<file path="src/rtl/spike_encoder.sv">
// Purpose: turns one accepted vector of channel values into a gamma wave (grst pulse, then 2^WRES-wide spikes starting at t = value).
// Latency: grst one cycle after accept, wave t=0 two cycles after accept, wave_done GAMMA_LEN+1 cycles after accept.
// Backpressure: in_ready is high only in IDLE or on the last wave cycle, so a held in_valid yields back-to-back waves every GAMMA_LEN+1 cycles.
module spike_encoder #(
  parameter int INP       = 16,
  parameter int TRES      = 3,
  parameter int WRES      = 3,
  parameter int GAMMA_LEN = 16
) (
  input  logic                      clk,
  input  logic                      rst,
  input  logic                      in_valid,
  output logic                      in_ready,
  input  logic [INP-1:0][TRES-1:0]  in_vals,
  input  logic [INP-1:0]            in_nospike,
  output logic                      grst,
  output logic [INP-1:0]            input_spikes,
  output logic                      wave_done,
  output logic                      busy
);

  localparam int PW = 2 ** WRES;
  // Wave-time counter width; kept at least 1 bit wide.
  localparam int TW = (GAMMA_LEN > 1) ? $clog2(GAMMA_LEN) : 1;
  // Spike end (value + PW - 1) is formed one bit wider than its operands so it never wraps.
  localparam int CW = ((TRES > WRES) ? TRES : WRES) + 1;
  // Common width for comparing t against the spike window.
  localparam int XW = (CW > TW) ? CW : TW;
  localparam logic [TW-1:0] T_LAST = TW'(GAMMA_LEN - 1);

  // A wave too short to hold the latest possible spike is a configuration error.
  generate
    if (GAMMA_LEN < (2 ** TRES) - 1 + PW) begin : g_len_check
      $error("spike_encoder: GAMMA_LEN must be >= 2**TRES - 1 + 2**WRES");
    end
  endgenerate

  typedef enum logic [1:0] {
    S_IDLE = 2'd0,
    S_GRST = 2'd1,
    S_WAVE = 2'd2
  } state_t;

  state_t                     state_q;
  state_t                     state_nxt;
  logic [TW-1:0]              t_q;
  logic [TW-1:0]              t_nxt;
  logic                       accept;
  logic [INP-1:0][TRES-1:0]   vals_q;
  logic [INP-1:0]             nospike_q;
  logic [INP-1:0]             spikes_nxt;
  logic                       grst_nxt;
  logic                       wave_done_nxt;
  logic                       busy_nxt;

  // True when wave time t lies inside the PW-cycle window starting at v.
  function automatic logic spike_on(input logic [TRES-1:0] v, input logic [TW-1:0] t);
    logic [CW-1:0] lo;
    logic [CW-1:0] hi;
    lo = CW'(v);
    hi = lo + CW'(PW - 1);
    return (XW'(t) >= XW'(lo)) && (XW'(t) <= XW'(hi));
  endfunction

  // Next-state, wave-time and handshake decode.
  always_comb begin
    state_nxt = state_q;
    t_nxt     = '0;
    accept    = 1'b0;
    in_ready  = 1'b0;
    case (state_q)
      S_IDLE: begin
        in_ready = 1'b1;
        if (in_valid) begin
          accept    = 1'b1;
          state_nxt = S_GRST;
        end
      end
      S_GRST: begin
        // t stays 0 so the first WAVE cycle is t=0.
        state_nxt = S_WAVE;
      end
      S_WAVE: begin
        if (t_q == T_LAST) begin
          in_ready = 1'b1;
          if (in_valid) begin
            accept    = 1'b1;
            state_nxt = S_GRST;
          end else begin
            state_nxt = S_IDLE;
          end
        end else begin
          t_nxt = t_q + 1'b1;
        end
      end
      default: begin
        state_nxt = S_IDLE;
      end
    endcase
  end

  // Output values for the coming cycle, derived from next state so every output is registered.
  // Holding registers are stable whenever the next state is WAVE, since capture only leads to GRST.
  always_comb begin
    spikes_nxt    = '0;
    grst_nxt      = (state_nxt == S_GRST);
    wave_done_nxt = (state_nxt == S_WAVE) && (t_nxt == T_LAST);
    busy_nxt      = (state_nxt != S_IDLE);
    if (state_nxt == S_WAVE) begin
      for (int i = 0; i < INP; i++) begin
        spikes_nxt[i] = !nospike_q[i] && spike_on(vals_q[i], t_nxt);
      end
    end
  end

  // FSM state and wave-time register.
  always_ff @(posedge clk) begin
    if (rst) begin
      state_q <= S_IDLE;
      t_q     <= '0;
    end else begin
      state_q <= state_nxt;
      t_q     <= t_nxt;
    end
  end

  // Vector capture on accept; inputs are ignored at every other time.
  always_ff @(posedge clk) begin
    if (rst) begin
      vals_q    <= '0;
      nospike_q <= '0;
    end else if (accept) begin
      vals_q    <= in_vals;
      nospike_q <= in_nospike;
    end
  end

  // Registered outputs; reset clears them at the next edge, aborting any wave without wave_done.
  always_ff @(posedge clk) begin
    if (rst) begin
      grst         <= 1'b0;
      input_spikes <= '0;
      wave_done    <= 1'b0;
      busy         <= 1'b0;
    end else begin
      grst         <= grst_nxt;
      input_spikes <= spikes_nxt;
      wave_done    <= wave_done_nxt;
      busy         <= busy_nxt;
    end
  end

endmodule

</file>
<file path="config.mk">
export PLATFORM = sky130hd
export DESIGN_NAME = spike_encoder
export DESIGN_NICKNAME = d
export VERILOG_FILES = /design/src/rtl/spike_encoder.sv
export SDC_FILE = /design/constraint.sdc
export NUM_CORES = 1
export LEC_CHECK = 0
export BUFFER_PORTS_ARGS = -buffer_cell sky130_fd_sc_hd__buf_2
export CAP_MARGIN = 10
export CORE_MARGIN = 1.5
export CORE_UTILIZATION = 60
export DETAILED_ROUTE_END_ITERATION = 16
export PLACE_DENSITY_LB_ADDON = 0.2
export SLEW_MARGIN = 20
export SYNTH_ARGS = -nofsm -noshare
export SYNTH_HDL_FRONTEND = slang
export SYNTH_SLANG_ARGS = --single-unit
export TNS_END_PERCENT = 20
</file>
<file path="constraint.sdc">
create_clock -name clk -period 4.23 [get_ports clk]
set_clock_uncertainty 0.15 [all_clocks]
set_input_delay 0.846 -clock clk [delete_from_list [all_inputs] [get_ports clk]]
set_output_delay 0.846 -clock clk [all_outputs]
set_load 0.05 [all_outputs]
</file>
Word-level counts from Yosys, hierarchy flattened
Cells that the tools add are included.
{"block": "op_classes", "n_addsub": 17, "n_lt_le_gt_ge": 32, "eq_ne": 6, "mux": 11, "bitwise": 1, "n_reduce_logical": 52}
{"op": "3-bit by 3-bit adder with 4-bit output, second input constant", "n": 16}
{"op": "4-bit by 3-bit greater-or-equal comparator with 1-bit output", "n": 16}
{"op": "4-bit <= comparator", "n": 16}
{"op": "1-bit logical AND", "n": 33}
{"op": "1-bit zero test", "n": 16}
{"op": "4-bit equality test, second input constant", "n": 2}
{"op": "4-bit two-way mux", "n": 2}
{"op": "2-bit case mux with 3 select lines", "n": 1}
{"op": "4-bit by 1-bit adder with 4-bit output, second input constant", "n": 1}
{"op": "2-bit by 1-bit equality test with 1-bit output, second input constant", "n": 2}
{"op": "2-bit equality test, second input constant", "n": 2}
{"op": "1-bit two-way mux", "n": 4}
{"op": "2-bit two-way mux", "n": 2}
{"op": "1-bit case mux with 2 select lines", "n": 2}
{"op": "2-bit zero test", "n": 1}
{"op": "2-bit nonzero test", "n": 1}
{"op": "2-bit OR reduction", "n": 1}
{"op": "1-bit inverter", "n": 1}
{"block": "word_totals", "regBits": 89, "input_bits": 67, "output_inout_bits": 20}

Logic depth before layout (Yosys ltp)
{"block": "logic_depth", "word_depth": 6, "ltp_mapped": 12, "mapped_depth_nobuf": 10}

Worst setup path after synthesis
No wires, ideal clock.
{"block": "synth_path", "kind": "reg-to-reg", "startpoint": "reg t_q[0]", "endpoint": "reg input_spikes[2]", "setup_time_ns": 0.116, "arrival_ns": 2.345, "required_ns": 3.964, "slack_ns": 1.620, "path_stages_with_launch": 10, "synth_period_minus_slack_ns": 2.610, "cell_sequence": "dfxtp_1 > ha_1 > nand3_2 > nand2_1 > or2_2 > ha_1 > nand2_1 > a21o_1 > a211o_1 > and3_1"}
{"block": "synth_between", "elab_chain_len": 6}
{"element": "start, declared", "line_no": "46", "rtl": "logic [TW-1:0] t_q;"}
{"element": "start signal, assigned", "line_no": "123", "rtl": "t_q <= t_nxt;"}
{"element": "4-bit by 1-bit adder with 4-bit output / 4-bit equality test (equally long branches)", "line_no": "93, 84"}
{"element": "4-bit two-way mux / 2-bit two-way mux (equally long branches)", "line_no": "84", "rtl": "if (t_q == T_LAST) begin"}
{"element": "4-bit two-way mux / 2-bit case mux with 3 select lines (equally long branches)", "line_no": "71", "rtl": "case (state_q)"}
{"element": "4-bit by 3-bit greater-or-equal comparator with 1-bit output, or another cell as far along", "line_no": "62", "rtl": "return (XW'(t) >= XW'(lo)) && (XW'(t) <= XW'(hi));"}
{"element": "1-bit logical AND / 1-bit inverter (equally long branches)"}
{"element": "1-bit logical AND / 2-bit OR reduction (equally long branches)"}
{"element": "end signal, assigned", "line_no": "147", "rtl": "input_spikes <= spikes_nxt;"}
{"element": "end, declared", "line_no": "17", "rtl": "output logic [INP-1:0] input_spikes,"}
Parallel ways exist; a longest one is shown, timed or not.
A chain may end at the register's enable or synchronous reset.

Worst setup path in the final report
{"block": "layout_path", "startpoint": "reg t_q[0]", "endpoint": "reg input_spikes[3]"}
Same word-level chain as after synthesis.

==> summary.md <==
The flow ran to the end, and the final reports show no timing, DRC or antenna violations. The most common cell in the synthesized netlist is sky130_fd_sc_hd__nand2_1. The finished cells cover 6890 um2. The synthesized design contains 89 register bits. The switching part of the total was 0.325. For this run, the slowest stage of the critical path takes 0.48 ns. In the routed design, unresolved DRC markers number 0. For this design the static power due to leakage is 3.12 nW.

The sequential share of power came out at 0.451. Setup repair after global routing left no endpoint under its margin. In this run the post-CTS setup repair buffer count came out at 0.

In the final routed layout, each cell accounts on average for 14.5 um. The path class of the tightest hold or removal check is reg2reg. The number of top-level design ports is 87.

The combinational fraction of design power was 0.244; the portion of synthesized cell area occupied by the leading cell type was 0.287. The number of clock buffers added by TritonCTS is 9. Traced cell by cell, the critical path runs through ha_1 > nand3_2 > nand2_1 > or2_2 > buf_4 > ha_1 > inv_1 > a21oi_1 > a221oi_1 > o21a_1 > nor3_1. For this run, the top clock speed supported by timing is 344 MHz. After floorplanning, the core was divided into 36 placement rows.

The per-instance average area after synthesis was 8.21 um2. The tools report the sort of element at the end of the critical path as a flop. The tools report the overall global routing resource usage as 0.264. Summed over all layers, the global routing overflow is 0. Hold repair after CTS inserted 0 buffers. Largest net degree at the start of global routing: 65.

Ranked by total cell area, the synthesized netlist is headed by sky130_fd_sc_hd__dfxtp_1 (29%), sky130_fd_sc_hd__ha_1 (26%), sky130_fd_sc_hd__nand2_1 (8.9%), sky130_fd_sc_hd__a21oi_1 (7.7%), sky130_fd_sc_hd__inv_1 (4.0%). The routed layout has 5398 vias. The run gives 0 as the number of antenna violations at the first check in global routing. Critical path's most frequent cell: sky130_fd_sc_hd__ha_1.

After detailed routing, the total wire length is 14.0 mm. Dividing total power by cell area gives a power density of 302 nW/um2. Die extent in x: 105 um. For the data arrival time of the critical path, the log shows 3.07 ns.

For this design, the sink count on the clock tree is 89. The effective utilization at floorplan was 0.627. The analysis attributes to net switching a power of 675 uW.

The first detailed-routing pass ran for 4 iterations. Relative area change from synthesis to final layout: 10.9%. The die area is 11000 um2. The core region is 9910 um2. The remaining number of nets flagged by the antenna check after routing is 0.

The share of async-settable or async-resettable flops after synthesis is 0. The first global-routing pass estimated 23.9 mm of wire. Clock latency on the worst-skew pair, taken at its later pin, is 0.39 ns. For the area of the mapped netlist, the log shows 6210 um2. Deepest level of the CTS H-tree: 3.

The run gives 5551 as the via count of the first global-routing pass. The HPWL after detailed placement was 9.82 mm; the y dimension of the die was 105 um. Root buffer cell: sky130_fd_sc_hd__clkbuf_8.

During placement, the flow inserted port buffers numbering 86. The tools report the final weighted congestion in routability-driven placement as 0.854. In the final timing run, aggregate negative setup slack is 0 ns. The worst setup path is of the reg2reg kind. For the sequential area share after synthesis, the log shows 0.287. The logs give 806 for the count of fill cells added during filler insertion and 0 for the Yosys warning count. Among all flip-flop cells after synthesis, the most frequent one is sky130_fd_sc_hd__dfxtp_1. The commonest cells after synthesis are sky130_fd_sc_hd__nand2_1 (148), sky130_fd_sc_hd__ha_1 (129), sky130_fd_sc_hd__a21oi_1 (96). In this run the worst path has a maximum fanout of 26. The repair_antennas step left the layout with diodes totalling 0.

Clock share of power: 0.305. Share of post-route cells with drive strength above 1: 0.158. No sink is reached through more buffers than the 2 on the longest clock path. The number of different library cells in the post-synthesis netlist came out at 37. The worst setup path is launched from a flop. After detailed placement, the total cell area comes to 6670 um2. Number of violations reported at the end of detailed-routing iteration 0: 264. The run gives 1.40 mW as the internal cell power. The run gives 0 as the number of hold-slack violations in the final timing report. The slowest stage cell on the critical path is sky130_fd_sc_hd__or2_2. The final max-slew violation count is 0, and the clock transition at the register clock pins on the worst setup and hold paths after CTS is 0.09 ns.

The max capacitance violation total was 0; the critical path required time was 4.39 ns. The worst path needs 2.91 ns of the cycle, external delays included. The highest ir drop seen on vdd is 0.294 mV. The tightest slew margin relative to the limit was 0.383; the vias per cell was 5.59. The tools report the number of nets in the layout as 1024. The transition time of the tightest slew-check pin was 0.923 ns. sky130_fd_sc_hd__dfxtp_1 takes more of the synthesized area than any other cell. The cell count after synthesis came out at 756. TritonCTS built the clock tree. In this run, post-CTS repair resized a total of 0 instances. The final-report setup violation count is 0. The number of enable flip-flop cells after synthesis is 0.

Portion of the clock cycle consumed by the worst path in the final layout: 0.688. Synthesis produced a netlist with a net count of 952.
metrics by stage:
step	std cells	worst slack (ns)	power, mW	utilization	hold WS [ns]
global placement	950	1.48	1.43	0.673	0.300
detailed placement	950	1.35	1.46	0.673	0.303
global route	966	1.03	2.20	0.695	0.334
floorplan	756	1.62	1.34	-	0.286
finish	966	1.32	2.08	0.695	0.313
CTS	966	1.31	2.09	0.695	0.313
flip-flops by register name (all words and copies together) (netlist names):
register	count
wave_done	1
vals_q	48
busy	1
input_spikes	16
t_q	4
state_q	2
nospike_q	16
grst	1
layout make-up:
| cell class | count | area [um2] | share of cell area |
|---|---|---|---|
| clock buffers | 12 | 165 | 0.0240 |
| clock inverters | 4 | 50.0 | 0.00727 |
| inverters | 67 | 251 | 0.0365 |
| multi-input cells | 570 | 4000 | 0.581 |
| flip-flops and latches | 89 | 1780 | 0.259 |
| well taps | 133 | 166 | 0.0242 |
| repair buffers | 91 | 468 | 0.0680 |
power groups by stage:
stage               Sequential, mW  Clock (mW)  Combinational, mW
finish                       0.938       0.634              0.507
global route                 0.945       0.678              0.574
CTS                          0.937       0.648              0.508
detailed placement           0.956           0              0.505
global placement             0.955           0              0.474
floorplan                    0.987           0              0.348
cell usage in the layout (no fill, tap or decap), types with 2 or more instances in the layout:
master / netlist / routed
sky130_fd_sc_hd__a211oi_1: 15 / 15
sky130_fd_sc_hd__nor3_2: 7 / 7
sky130_fd_sc_hd__a21oi_1: 96 / 96
sky130_fd_sc_hd__nor3_1: 24 / 24
sky130_fd_sc_hd__o21a_1: 15 / 15
sky130_fd_sc_hd__clkbuf_8: 0 / 12
sky130_fd_sc_hd__xor2_1: 16 / 16
sky130_fd_sc_hd__nand3_1: 46 / 46
sky130_fd_sc_hd__a221oi_2: 8 / 8
sky130_fd_sc_hd__nor2_1: 20 / 20
sky130_fd_sc_hd__ha_1: 129 / 129
sky130_fd_sc_hd__a21o_1: 16 / 16
sky130_fd_sc_hd__o21ai_0: 2 / 2
sky130_fd_sc_hd__nand2_2: 0 / 2
sky130_fd_sc_hd__inv_1: 67 / 67
sky130_fd_sc_hd__a221oi_1: 7 / 7
sky130_fd_sc_hd__clkinvlp_4: 0 / 2
sky130_fd_sc_hd__buf_4: 3 / 5
sky130_fd_sc_hd__dfxtp_1: 89 / 89
sky130_fd_sc_hd__nand2_1: 148 / 146
sky130_fd_sc_hd__and3_1: 2 / 2
sky130_fd_sc_hd__buf_2: 8 / 86
sky130_fd_sc_hd__nor2b_1: 3 / 3
kinds of logic after synthesis:
kind of cell,Yosys count,share of synthesized area
simple gates,258,0.184
compound gates,166,0.173
fa+ha+maj,129,0.260
buf+inv,97,0.0717
flops,89,0.287
xor+xnor,17,0.0240
worst paths after layout:
kind | to | slack (ns) | cells after the start | start
worst max-delay path | input_spikes[3] | 1.32 | 11 | t_q[0]
worst min-delay path | nospike_q[15] | 0.31 | 2 | nospike_q[15]
worst max register to register | input_spikes[3] | 1.32 | 11 | t_q[0]
worst min register to register | nospike_q[15] | 0.31 | 2 | nospike_q[15]
layer usage:
| metal | up-vias | GRT usage | part of all wire |
|---|---|---|---|
| li1 | 2733 | - | - |
| met1 | 2515 | 0.291 | 0.42 |
| met2 | 125 | 0.482 | 0.51 |
| met3 | 25 | 0.0524 | 0.048 |
| met4 | 0 | 0.123 | 0.025 |
| met5 | - | 0 | 0 |
critical path: cells and delay by family, from the launching register on:
kind	cells	cell delay [ns]
buf+inv	2	0.46
flops	1	0.38
simple gates	4	0.91
compound gates	3	0.45
fa+ha+maj	2	0.45
(Power assumes the default switching activity.)
